`src/rtl/mult_share_arbiter.sv`:
```
// mult_share_arbiter: shares one pipelined unsigned WIDTH x WIDTH multiplier
// among NUM_REQ requesters using a round-robin pointer.
// Latency: request handshake in cycle 0, rsp_valid in cycle 2+MULT_LATENCY.
// Backpressure: one op per requester at a time; a requester is not granted while
//   its op is in flight or its response slot is unread. The pipe never stalls.
// Ports:
//   clk, rst               clock, asynchronous active-high reset
//   req_valid/req_ready    per-requester operand handshake (ready is one-hot or zero)
//   req_a, req_b           packed operands, requester i at [i*WIDTH +: WIDTH]
//   rsp_valid/rsp_ready    per-requester product handshake
//   rsp_p                  packed products, requester i at [i*2*WIDTH +: 2*WIDTH]
//   mult_in1, mult_in2     registered operands to the external multiplier
//   mult_out               external multiplier product
//   busy                   any op in flight or any response pending
module mult_share_arbiter #(
    parameter int WIDTH        = 27,
    parameter int NUM_REQ      = 4,
    parameter int MULT_LATENCY = 2
) (
    input  logic                       clk,
    input  logic                       rst,
    input  logic [NUM_REQ-1:0]         req_valid,
    output logic [NUM_REQ-1:0]         req_ready,
    input  logic [NUM_REQ*WIDTH-1:0]   req_a,
    input  logic [NUM_REQ*WIDTH-1:0]   req_b,
    output logic [NUM_REQ-1:0]         rsp_valid,
    input  logic [NUM_REQ-1:0]         rsp_ready,
    output logic [NUM_REQ*2*WIDTH-1:0] rsp_p,
    output logic [WIDTH-1:0]           mult_in1,
    output logic [WIDTH-1:0]           mult_in2,
    input  logic [2*WIDTH-1:0]         mult_out,
    output logic                       busy
);

    localparam int IDX_W = (NUM_REQ > 1) ? $clog2(NUM_REQ) : 1;
    localparam int DEPTH = MULT_LATENCY + 1;
    localparam int PW    = 2 * WIDTH;

    // Registered state
    logic [IDX_W-1:0] ptr_q, ptr_d;
    logic [WIDTH-1:0] in1_q, in1_d;
    logic [WIDTH-1:0] in2_q, in2_d;
    logic [DEPTH-1:0] vld_q, vld_d;
    logic [IDX_W-1:0] tag_q [DEPTH];
    logic [IDX_W-1:0] tag_d [DEPTH];
    logic [NUM_REQ-1:0] rsp_valid_q, rsp_valid_d;
    logic [PW-1:0]    rsp_p_q [NUM_REQ];
    logic [PW-1:0]    rsp_p_d [NUM_REQ];

    // Arbitration signals
    logic [NUM_REQ-1:0] pending;
    logic [NUM_REQ-1:0] eligible;
    logic [IDX_W:0]     cand;
    logic [IDX_W-1:0]   grant_idx;
    logic               grant_vld;
    logic               grant_en;

    // A requester is pending from issue until its response is consumed; the
    // stage-0 entry of the tag pipe coincides with the issue register.
    always_comb begin
        pending = rsp_valid_q;
        for (int s = 0; s < DEPTH; s++) begin
            if (vld_q[s]) begin
                pending[tag_q[s]] = 1'b1;
            end
        end
        eligible = req_valid & ~pending;
    end

    // Round-robin search starting at ptr, wrapping modulo NUM_REQ.
    always_comb begin
        grant_vld = 1'b0;
        grant_idx = '0;
        cand      = '0;
        for (int k = 0; k < NUM_REQ; k++) begin
            cand = {1'b0, ptr_q} + (IDX_W+1)'(k);
            if (cand >= (IDX_W+1)'(NUM_REQ)) begin
                cand = cand - (IDX_W+1)'(NUM_REQ);
            end
            if (!grant_vld && eligible[cand[IDX_W-1:0]]) begin
                grant_vld = 1'b1;
                grant_idx = cand[IDX_W-1:0];
            end
        end
    end

    // No grant is offered while reset is asserted.
    assign grant_en = grant_vld & ~rst;

    always_comb begin
        req_ready = '0;
        if (grant_en) begin
            req_ready[grant_idx] = 1'b1;
        end
    end

    // Next-state logic
    always_comb begin
        ptr_d = ptr_q;
        in1_d = in1_q;
        in2_d = in2_q;
        if (grant_en) begin
            ptr_d = (grant_idx == IDX_W'(NUM_REQ - 1)) ? '0 : grant_idx + 1'b1;
            in1_d = req_a[grant_idx*WIDTH +: WIDTH];
            in2_d = req_b[grant_idx*WIDTH +: WIDTH];
        end

        vld_d[0] = grant_en;
        tag_d[0] = grant_idx;
        for (int s = 1; s < DEPTH; s++) begin
            vld_d[s] = vld_q[s-1];
            tag_d[s] = tag_q[s-1];
        end

        // The last tag stage lines up with the cycle mult_out carries that op.
        for (int i = 0; i < NUM_REQ; i++) begin
            rsp_valid_d[i] = rsp_valid_q[i] & ~rsp_ready[i];
            rsp_p_d[i]     = rsp_p_q[i];
            if (vld_q[DEPTH-1] && (tag_q[DEPTH-1] == IDX_W'(i))) begin
                rsp_valid_d[i] = 1'b1;
                rsp_p_d[i]     = mult_out;
            end
        end
    end

    always_ff @(posedge clk or posedge rst) begin
        if (rst) begin
            ptr_q       <= '0;
            in1_q       <= '0;
            in2_q       <= '0;
            vld_q       <= '0;
            rsp_valid_q <= '0;
            for (int s = 0; s < DEPTH; s++) begin
                tag_q[s] <= '0;
            end
            for (int i = 0; i < NUM_REQ; i++) begin
                rsp_p_q[i] <= '0;
            end
        end else begin
            ptr_q       <= ptr_d;
            in1_q       <= in1_d;
            in2_q       <= in2_d;
            vld_q       <= vld_d;
            rsp_valid_q <= rsp_valid_d;
            for (int s = 0; s < DEPTH; s++) begin
                tag_q[s] <= tag_d[s];
            end
            for (int i = 0; i < NUM_REQ; i++) begin
                rsp_p_q[i] <= rsp_p_d[i];
            end
        end
    end

    // Outputs
    always_comb begin
        rsp_p = '0;
        for (int i = 0; i < NUM_REQ; i++) begin
            rsp_p[i*PW +: PW] = rsp_p_q[i];
        end
    end

    assign rsp_valid = rsp_valid_q;
    assign mult_in1  = in1_q;
    assign mult_in2  = in2_q;
    assign busy      = (|vld_q) | (|rsp_valid_q);

endmodule

```
`config.mk`:
```
export PLATFORM = sky130hd
export DESIGN_NAME = mult_share_arbiter
export DESIGN_NICKNAME = d
export VERILOG_FILES = /design/src/rtl/mult_share_arbiter.sv
export SDC_FILE = /design/constraint.sdc
export NUM_CORES = 1
export LEC_CHECK = 0
export BUFFER_PORTS_ARGS = -buffer_cell sky130_fd_sc_hd__clkbuf_2
export CAP_MARGIN = 25
export CORE_AREA = 2 2 218 220
export DETAILED_ROUTE_END_ITERATION = 8
export DIE_AREA = 0 0 220 222
export GPL_ROUTABILITY_DRIVEN = 0
export SLEW_MARGIN = 15
export SYNTH_ARGS = -nofsm -noshare
export SYNTH_HDL_FRONTEND = slang
export SYNTH_SLANG_ARGS = --single-unit
```
`constraint.sdc`:
```
create_clock -name clk -period 22.3 [get_ports clk]
set_input_delay 0 -clock clk [delete_from_list [all_inputs] [get_ports clk]]
set_output_delay 0 -clock clk [all_outputs]
set_load 0.005 [all_outputs]
```
### Word level (Yosys, flattened, before mapping)

Index checks and enable logic that the tools add are counted.

* add/sub/neg operators: 8
* multipliers: 1
* divide/modulo/power cells: 0
* $lt $le $gt $ge: 16
* equal/unequal tests: 4
* shifts and indexed selects: 2
* mux-type cells: 37
* bitwise gates (word level): 16
* reduce and logical (&&, ||, !) cells: 17

Operators by type and width (count)
* indexed part select 108 x 8 -> 27 bit: 2
* less-than comparator 2 x 3 -> 1 bit, second input constant: 8
* two-way mux 2 bit: 9
* two-way mux 1 bit: 16
* two-way mux 4 bit: 4
* bitwise OR 4 bit: 3
* logical AND 1 bit: 11
* greater-or-equal comparator 3 bit, second input constant: 3
* binary-select mux 1 bit (select 2 bit): 4
* demux 1 bit (select 2 bit): 4
* greater-or-equal comparator 2 x 1 -> 1 bit, second input constant: 4
* subtractor 2 x 1 -> 2 bit, second input constant: 4
* multiplier 2 x 5 -> 7 bit, second input constant: 1
* adder 2 x 2 -> 3 bit, second input constant: 2
* == test 2 bit, second input constant: 3
* AND 1 bit: 5
* inverter 1 bit: 5
* AND 4 bit: 1
* inverter 4 bit: 1
* OR reduction 4 bit: 1
* adder 2 x 1 -> 3 bit, second input constant: 1
* greater-or-equal comparator 2 x 3 -> 1 bit, second input constant: 1
* logical NOT 1 bit: 3
* OR reduction 3 bit: 1
* other kinds (4): 4

* bits in registers: 285
* latch bits: 0
* bits in writable memories: 0
* ROM bits: 0
* input port bits: 280
* output and inout port bits: 279
* word-level logic and storage cells: 113
* memories: 0

### Depth between registers and ports, before layout

Gate-level depths: netlist of run 1.

* depth after elaboration: 29
* mapped depth: 11
* gate-level depth less buffers: 8

### Worst setup path before layout of run 1

No wires, ideal clock.

* path type: reg2reg
* from: register vld_q[2]
* to: register ptr_q[1]
* arrival time: 2088 ps
* data required time: 22173 ps
* slack: 20086 ps
* stages on the path, launching flop included: 11
* path buffers: 2
* period minus slack after synthesis: 2214 ps
* path through: dfrtp_1 > nor3b_2 > nor4_4 > a221oi_2 > o21bai_2 > buf_6 > buf_8 > inv_1 > ha_1 > nand2_1 > o21ai_0

* cells in the longest elaborated chain, start to end: 17
* elaborated cells on any way between the ends: 29

Ends and longest elaborated chain
* start: declaration: RTL line 43 `logic [DEPTH-1:0] vld_q, vld_d;`
* start signal: assignment: RTL line 143 `vld_q <= vld_d;`
* two-way mux 4 bit (*): RTL line 63 `if (vld_q[s]) begin`
* inverter 4 bit (*): RTL line 67 `eligible = req_valid & ~pending;`
* AND 4 bit (*): RTL line 67
* binary-select mux 1 bit (select 2 bit): RTL line 80 `if (!grant_vld && eligible[cand[IDX_W-1:0]]) begin`
* two-way mux 1 bit (not written as such): RTL line 80
* two-way mux 1 bit: RTL line 80
* logical NOT 1 bit: RTL line 80
* logical AND 1 bit: RTL line 80
* two-way mux 1 bit: RTL line 80
* logical NOT 1 bit: RTL line 80
* logical AND 1 bit: RTL line 80
* two-way mux 1 bit: RTL line 80
* logical NOT 1 bit: RTL line 80
* logical AND 1 bit: RTL line 80
* two-way mux 2 bit: RTL line 80
* adder 2 x 1 -> 2 bit / == test 2 bit (equally long branches): RTL line 103 `ptr_d = (grant_idx == IDX_W'(NUM_REQ - 1)) ? '0 : grant_idx + 1'b1;`
* two-way mux 2 bit: RTL line 103
* end signal: assignment: RTL line 140 `ptr_q <= ptr_d;`
* end: declaration: RTL line 40 `logic [IDX_W-1:0] ptr_q, ptr_d;`

Mark *: on every way between the ends. The rest lies on a longest branch, timed or not. The select of a mux whose other input is x is not followed.
A chain may end at the register's enable or synchronous reset.

### Worst setup path in the final report of run 1

* from: register vld_q[2]
* to: register in1_q[8] (netlist: mult_in1[8])

* cells in the longest elaborated chain, start to end: 17
* elaborated cells on any way between the ends: 28

Ends and longest elaborated chain
* two-way mux 4 bit (*): RTL line 63
* inverter 4 bit (*): RTL line 67
* AND 4 bit (*): RTL line 67
* binary-select mux 1 bit (select 2 bit): RTL line 80
* two-way mux 1 bit (not written as such): RTL line 80
* two-way mux 1 bit: RTL line 80
* logical NOT 1 bit: RTL line 80
* logical AND 1 bit: RTL line 80
* two-way mux 1 bit: RTL line 80
* logical NOT 1 bit: RTL line 80
* logical AND 1 bit: RTL line 80
* two-way mux 1 bit: RTL line 80
* logical NOT 1 bit: RTL line 80
* logical AND 1 bit: RTL line 80
* two-way mux 2 bit: RTL line 80
* multiplier 2 x 5 -> 7 bit: RTL line 104 `in1_d = req_a[grant_idx*WIDTH +: WIDTH];`
* indexed part select 108 x 8 -> 27 bit: RTL line 104
* end signal: assignment: RTL line 141 `in1_q <= in1_d;`
* end: declaration: RTL line 41 `logic [WIDTH-1:0] in1_q, in1_d;`

Marks and branches as above.

==> results of run 1 <==
[kinds of logic after synthesis]
kind of cell               count (synthesis)
buffers and inverters                     65
and+or+nand+nor                           41
muxes                                    325
AOI/OAI and AO/OA                        126
adders and majority gates                  4
DFF                                      285
[flip-flops by register name (all words and copies together) (netlist names)]
register,count
tag_d,4
rsp_p,216
vld_q,3
rsp_valid,4
mult_in2,27
mult_in1,27
ptr_q,2
tag_q,2
[metrics by stage]
step / util / worst slack [ns]
floorplan: - / 14.44
global placement: 0.337 / 18.78
detailed placement: 0.337 / 18.64
CTS: 0.410 / 18.07
global route: 0.412 / 18.17
finish: 0.412 / 18.35
[placed cells by master, fill, tap and decap left out, types with 2 or more instances in the layout]
master	netlist	final
a21oi_1	2	2
clkbuf_1	32	6
clkbuf_16	0	35
nand2_1	3	2
a311oi_1	2	2
nor3_1	4	4
inv_1	9	8
and4_1	2	2
nand3b_1	6	6
bufinv_16	0	3
nand3_1	3	2
a2bb2oi_1	54	54
buf_12	0	4
buf_4	13	6
and2_1	5	5
clkbuf_8	0	7
nor2_1	3	3
mux2i_1	109	109
nor2b_1	3	3
nor3b_2	3	3
mux2_2	216	216
clkbuf_2	0	558
dfrtp_1	285	285
inv_2	2	2
nand2_2	1	2
nand4_1	2	2
a221oi_2	2	2
o21ai_1	50	50
clkinv_8	0	2
clkinv_2	0	6
dlygate4sd3_1	0	221
ha_1	4	4
o21ai_0	10	10
[path summary, 6_finish.rpt]
kind,from,to,slack [ns],depth (start not counted)
max in group asynchronous,rst,rsp_p[214],21.09,4
hold / removal,rst,mult_in2[16],0.05,3
min in group clk,rsp_ready[2],rsp_valid[2],0.20,3
hold reg to reg,tag_d[3],tag_d[1],0.47,0
setup / recovery,vld_q[2],mult_in1[8],18.35,9
setup reg to reg,vld_q[2],mult_in1[8],18.35,9
[final cells by class]
type	count	share of cell area
clock inverters	13	0.00893
flip-flops and latches	285	0.374
inverters	11	0.00256
well taps	607	0.0399
multi-input cells	496	0.252
clock buffers	48	0.0522
repair buffers	790	0.271
[timing repair]
item	4_1_cts	5_1_grt
gates resized for setup	0	0
endpoints found under the hold margin	405	0
hold buffers	221	0
[worst max-delay path, cell delays in order, from the launching register on]
cell and delay (ns):
dfrtp_1 0.44, nor3b_2 0.21, nor4_4 0.49, a221oi_2 0.20, o2bb2ai_4 0.16, buf_4 0.74, mux2i_1 0.31, dlygate4sd3_1 0.59
o21ai_1 0.06, dlygate4sd3_1 0.56
[per-layer routing]
metal,part of all wire,vias to the layer above
li1,-,4657
met1,0.42,5113
met2,0.50,330
met3,0.062,53
met4,0.021,0
met5,0,-
[report_power, final]
group	switching, mW	internal, mW
combinational	0.575	0.777
clock	0.220	0.348
sequential	0.154	0.784
total	0.949	1.91
==> run_results.csv, run 1 <==
group,metric,value,unit
synthesis,synth_top_family_by_area,"multiplexers",
sta,tns,0,ns
synthesis,synth_top_area_frac,0.584,
cts,cts_setup_buffers,0,
place,dpl.hpwl,28.1,mm
floorplanning,die_w,220,um
cts,clkTransAtPathRegs,0.06,ns
layout,area_delta_synth_final,55.9,%
route,via_per_inst,4.51,
route,num_vias,10200,
cts,cts_buffers,34,
layout,multi_input_area,0.00479,mm^2
route,route.antenna.remaining_nets,0,
layout,final_area,0.0191,mm^2
floorplanning,boundaryPins,559,
floorplanning,die_y,222,um
synthesis,synth_mux_area_frac,0.288,
synthesis,synthCells,846,
power,vdd_drop_max,0.140,mV
setup_path,startpoint_type,"flip-flop",
synthesis,synth_commonest_cells,"dfrtp_1, mux2_2, mux2i_1",
setup_path,crit_fanout,54,
grt,grt_pass1_wl,61.1,mm
power,power.density,150,mW/mm^2
setup_path,critPathCaptureType,"flip-flop",
floorplanning,coreArea,0.0463,mm^2
sta,hold_violations,0,
synthesis,synth_nets,1130,
grt,grt_use_met1,0.199,
layout,nets,1902,
sta,slew-limit-headroom,0.314,
cts,cts-root-buf,"clkbuf_16",
route,drt_first_iter_violations,592,
synthesis,synth_cell_types,41,
cts,htree_levels,2,
grt,antenna_found_initial,0,
synthesis,syn_area_per_cell,14.4,um^2
route,drc,0,
place,place_area,0.0156,mm^2
layout,n_fill_cell,4333,
sta,finalCritPeriodShare,0.177,
sta,grt_setup_unrepaired,"no",
cts,insertion_delay,0.51,ns
setup_path,criticalPathCategory,"reg2reg",
worst_hold_path,hold_path_class,"in2async",
synthesis,synth_simple_gate_area_frac,0.0233,
layout,layoutNonFillerInstCount,2250,
layout,n_antenna_cell,0,
route,routed_wl,40.4,mm
layout,seqCellArea,0.00713,mm^2
floorplanning,initial_utilization,0.264,
route,wl_per_cell,18.0,um
synthesis,post_synth_fa_ha_maj_area_fraction,0.00410,
synthesis,ys_top_cells_by_area,"dfrtp_1, mux2_2, mux2i_1",
floorplanning,fp-row-count,79,
floorplanning,die_area,0.0488,mm^2
sta,fin_hold_ws,0.0455,ns
run,cap_violations,0,
synthesis,synth_warnings,0,
synthesis,yosys_most_used_dff,"dfrtp_1",
grt,grt_most_used_layer,"met2",
power,leakage,9.44,nW
synthesis,synth.cell_area,0.0122,mm^2
setup_path,cp.arrival,4.34,ns
grt,grt.met3_usage,0.0376,
grt,grt_pass1_vias,10700,
power,power,2.86,mW
synthesis,yosysMostFrequentCell,"dfrtp_1",
synthesis,synth-seq-cells,285,
synthesis,synth_compound_area_frac,0.0728,
route,drt-pass1-iter-count,5,
grt,use_met2,0.274,
cts,cts_tree,"built",
place,dp_cells,1964,
cts,ctsLongestPathBuffers,3,
synthesis,synth_xor_area_frac,0,
setup_path,cp.required,22.69,ns
sta,slew_violations,0,
grt,grt_start_max_net_pins,155,
cts,cts_sinks,285,
synthesis,ys_seq_area_frac,0.584,
grt,grt_overflow,0,
sta,max_freq,253,MHz
synthesis,synth_top_area_cell,"dfrtp_1",
synthesis,synth_edf_count,0,
place,io_buffers,558,
synthesis,async_flop_share,1.00,
sta,finalSetupViolations,0,
outcome,status,"finished clean",
grt,grt_usage,0.160,
sta,min_period,3.95,ns
layout,final_layout_size_suffix_gt1_frac,0.522,
sta,worst_clock_skew,0.0173,ns
sta,tightest_slew,1.03,ns
(Power assumes the default switching activity.)
==> inputs of run 2 (changes only) <==
Clock period 22.3 ns to 4.1 ns, I/O delays scaled along.
==> run_results.csv, run 2 (synthesis results as in run 1) <==
group,metric,value,unit
outcome,status,"finished clean",
grt,grt_pass1_wl,61.4,mm
floorplanning,initial_utilization,0.264,
power,power.density,814,mW/mm^2
floorplanning,die_w,220,um
route,drt-pass1-iter-count,4,
route,wl_per_cell,17.9,um
power,vdd_drop_max,0.440,mV
cts,cts_sinks,285,
sta,hold_violations,0,
setup_path,r2r_start,"vld_q[2]",
sta,fin_hold_ws,0.125,ns
sta,min_period,3.90,ns
setup_path,r2r_slack,0.20,ns
grt,grt_pass1_vias,10900,
sta,finalCritPeriodShare,0.951,
cts,cts_buffers,34,
setup_path,worstReg2RegEnd,"mult_in1[9]",
sta,finalSetupViolations,0,
sta,slew_violations,0,
floorplanning,coreArea,0.0463,mm^2
cts,cts_tree,"built",
worst_hold_path,hold_path_class,"in2async",
layout,most-common-layout-cells,"clkbuf_2, dfrtp_1, dlygate4sd3_1",
layout,layoutNonFillerInstCount,2264,
grt,grt_start_max_net_pins,137,
route,route.antenna.remaining_nets,0,
setup_path,cp.arrival,4.30,ns
sta,max_freq,257,MHz
floorplanning,die_y,222,um
floorplanning,die_area,0.0488,mm^2
cts,cts-root-buf,"clkbuf_16",
grt,grt_overflow,0,
cts,ctsLongestPathBuffers,3,
grt,antenna_found_initial,3,
layout,nets,1916,
cts,htree_levels,2,
setup_path,critPathCaptureType,"flip-flop",
layout,largest_reg_flops,216,
route,routed_wl,40.5,mm
setup_path,crit_fanout,10,
floorplanning,fp-row-count,79,
setup_path,cp.required,4.50,ns
route,via_per_inst,4.53,
place,dpl.hpwl,27.9,mm
setup_path,criticalPathCategory,"reg2reg",
sta,slew-limit-headroom,0.352,
setup_path,rr_worst_depth,8,
route,drt_first_iter_violations,469,
power,leakage,9.45,nW
sta,tightest_slew,0.971,ns
floorplanning,boundaryPins,559,
layout,final_layout_size_suffix_gt1_frac,0.525,
cts,clkTransAtPathRegs,0.06,ns
layout,area_delta_synth_final,56.1,%
setup_path,startpoint_type,"flip-flop",
place,io_buffers,558,
power,power,15.5,mW
layout,final_common_cell,"clkbuf_2",
place,dp_cells,1976,
route,num_vias,10300,
sta,worst_clock_skew,0.0172,ns
route,drc,0,
grt,grt_usage,0.160,
run,cap_violations,0,
cts,insertion_delay,0.53,ns
run 2: cell types whose count changed in the layout (fill, tap and decap cells not counted), sizes merged:
cell,change
diode,+1
clkbuf,-1
o2bb2ai,+1
clkinv,+1
buf,+13
clkinvlp,+1
bufinv,-2
run 2: timing repair:
action | in CTS | in global routing
hold endpoints to repair | 296 | 0
gates resized for setup | 0 | 1
hold buffers | 221 | 0
setup buffers | 0 | 4
endpoints found under the setup margin | 0 | 33
run 2: worst max path at each step:
stage                         from            to  slack, ns  depth (start not counted)
final                     vld_q[2]   mult_in1[9]       0.20                          8
after global placement    vld_q[2]   mult_in1[3]       1.21                          8
after floorplan                rst   mult_in1[0]       0.32                          1
after CTS                 vld_q[2]  mult_in1[21]       0.14                         10
after detailed placement  vld_q[2]   mult_in1[3]       1.09                          8
after global routing      vld_q[2]  mult_in1[21]     -0.007                         10
run 2: layer usage:
metal / track usage / vias to the layer above / share of wire
li1: - / 4679 / -
met1: 0.193 / 5163 / 0.40
met2: 0.279 / 337 / 0.51
met3: 0.0351 / 80 / 0.060
met4: 0.0591 / 4 / 0.029
met5: 0 / - / 0.00049
run 2: cell type report:
cell class | count | area (um^2)
Inverter | 11 | 45.0
Antenna cell | 1 | 2.50
Multi-Input combinational cell | 497 | 4820
Clock inverter | 13 | 109
Timing Repair Buffer | 803 | 5240
Sequential cell | 285 | 7130
Fill cell | 4393 | 27200
Clock buffer | 47 | 960
Tap cell | 607 | 759
run 2: power by group:
group	internal (mW)	switching [mW]	total, mW	leakage, nW
Combinational	4.33	3.22	7.54	5.55
Sequential	4.26	0.835	5.10	3.37
Clock	1.71	1.18	2.88	0.536
run 2: critical path, cell delays in order (launching register included):
cell and delay [ns]:
dfrtp_1 0.46, nor3b_2 0.22, nor4_4 0.53, a221oi_2 0.24
o2bb2ai_2 0.77, mux2i_1 0.32, dlygate4sd3_1 0.60, o21ai_1 0.05
dlygate4sd3_1 0.57
run 2: metrics by stage:
step | utilization | setup slack [ns] | TNS (ns) | area, um^2
final | 0.412 | 0.203 | 0 | 19100
after global routing | 0.412 | -0.00713 | -0.00713 | 19100
after CTS | 0.410 | 0.136 | 0 | 19000
after detailed placement | 0.339 | 1.09 | 0 | 15700
after global placement | 0.339 | 1.21 | 0 | 15700
after floorplan | - | 0.323 | 0 | 12200
==> inputs of run 3 (changes only) <==
Settings changed: PLACE_DENSITY_LB_ADDON set to 0.05.
==> run_results.csv, run 3 (synthesis results as in run 1) <==
group,metric,value,unit
outcome,status,"finished clean",
route,route.antenna.remaining_nets,0,
sta,max_freq,274,MHz
power,vdd_drop_max,0.283,mV
cts,clkTransAtPathRegs,0.05,ns
setup_path,cp.required,4.51,ns
place,pre_cts_slack,1.07,ns
floorplanning,die_w,220,um
grt,grt_pass1_vias,10700,
setup_path,cpPeakStageDelay,0.56,ns
cts,insertion_delay,0.54,ns
power,leakage,9.47,nW
power,p_seq_frac,0.321,
cts,cts_buffers,36,
grt,antenna_found_initial,2,
worst_hold_path,hold_path_class,"in2reg",
route,via_per_inst,4.44,
setup_path,crit_family,"buffers and inverters",
place,dp_cells,1974,
setup_path,cpMaxStageDelayCell,"dlygate4sd3_1",
floorplanning,die_area,0.0488,mm^2
route,wl_per_cell,19.9,um
run,cap_violations,0,
layout,area_delta_synth_final,56.4,%
power,combPwrFrac,0.495,
power,clock_power_share,0.185,
floorplanning,initial_utilization,0.264,
power,power.density,825,mW/mm^2
sta,hold_violations,0,
floorplanning,die_y,222,um
sta,min_period,3.65,ns
route,drt-pass1-iter-count,4,
layout,layoutNonFillerInstCount,2263,
power,power,15.8,mW
setup_path,crit_fanout,13,
grt,grt_usage,0.179,
route,routed_wl,45.0,mm
place,place_area,0.0157,mm^2
layout,largest_reg_flops,216,
setup_path,cp_common_cell,"dlygate4sd3_1",
setup_path,critPathBufInv,4,
sta,fin_hold_ws,0.161,ns
grt,grt_pass1_wl,66.2,mm
setup_path,startpoint_type,"flip-flop",
layout,final_common_cell,"clkbuf_2",
cts,cts_sinks,285,
layout,most-common-layout-cells,"clkbuf_2, dfrtp_1, dlygate4sd3_1",
sta,worst_clock_skew,0.0221,ns
power,p_int,10.4,mW
floorplanning,coreArea,0.0463,mm^2
layout,nets,1921,
grt,grt_overflow,0,
route,drc,0,
cts,cts-root-buf,"clkbuf_16",
setup_path,cp.arrival,4.06,ns
grt,grt_start_max_net_pins,179,
cts,cts_tree,"built",
floorplanning,fp-row-count,79,
sta,slew_violations,0,
setup_path,critPathCaptureType,"flip-flop",
layout,final_util,0.413,
sta,finalCritPeriodShare,0.890,
power,p_sw_frac,0.339,
floorplanning,boundaryPins,559,
power,p_switching,5.35,mW
cts,ctsLongestPathBuffers,3,
layout,final_layout_size_suffix_gt1_frac,0.524,
sta,tns,0,ns
setup_path,critical_path.cell_chain,"nor3b_2 -> nor4_4 -> a221oi_2 -> o21bai_4 -> buf_12 -> buf_4 -> mux2i_1 -> dlygate4sd3_1 -> a2bb2oi_1 -> o21ai_1 -> dlygate4sd3_1",
sta,grt_setup_unrepaired,"no",
cts,htree_levels,2,
cts,post_cts_resized,0,
route,drt_first_iter_violations,324,
setup_path,criticalPathCategory,"reg2reg",
sta,tightest_slew,1.02,ns
sta,setup_slack,0.449,ns
place,io_buffers,558,
sta,finalSetupViolations,0,
sta,slew-limit-headroom,0.319,
layout,final_area,0.0191,mm^2
route,num_vias,10000,
place,dpl.hpwl,32.2,mm
[run 3: tightest hold or removal path, stage by stage]
cell	delay (ns)
clkbuf_2	0.07
nor2b_1	0.12
and4_1	0.19
nor2_1	0.13
a311oi_2	0.10
[run 3: layout make-up]
| class | instances | area, um^2 |
|---|---|---|
| Antenna cell | 2 | 5.00 |
| Clock buffer | 49 | 1010 |
| Clock inverter | 6 | 45.0 |
| Fill cell | 4516 | 27200 |
| Inverter | 11 | 45.0 |
| Multi-Input combinational cell | 496 | 4790 |
| Sequential cell | 285 | 7130 |
| Tap cell | 607 | 759 |
| Timing Repair Buffer | 807 | 5320 |
[run 3: power groups by stage]
stage | clock [mW] | sequential (mW) | combinational, mW
5_1_grt | 3.17 | 5.25 | 8.42
6_report | 2.91 | 5.05 | 7.79
4_1_cts | 3.03 | 5.06 | 7.73
3_5_place_dp | 0 | 5.09 | 6.66
3_3_place_gp | 0 | 5.04 | 6.65
2_1_floorplan | 0 | 5.12 | 3.71
[run 3: path summary, 6_finish.rpt]
path                                   start     endpoint  slack (ns)  depth (start not counted)
worst max-delay path                vld_q[2]  mult_in2[9]        0.45                         11
worst min-delay path            req_valid[3]     tag_d[3]        0.16                          5
worst max register to register      vld_q[2]  mult_in2[9]        0.45                         11
worst min register to register      tag_d[1]     tag_q[1]        0.46                          0
max in group asynchronous                rst     rsp_p[0]        2.25                          5
min in group asynchronous                rst  mult_in1[9]        0.59                          4
[run 3: what timing repair did]
action / in CTS / in global routing
hold endpoints to repair: 384 / 0
setup endpoints to repair: 0 / 2
buffers inserted: 0 / 10
hold buffers: 222 / 0
[run 3: metal layers]
metal / track usage / share of wire / vias to the layer above
li1: - / - / 4672
met1: 0.208 / 0.39 / 4985
met2: 0.313 / 0.51 / 327
met3: 0.0601 / 0.080 / 65
met4: 0.0489 / 0.023 / 0
met5: 0 / 0 / -
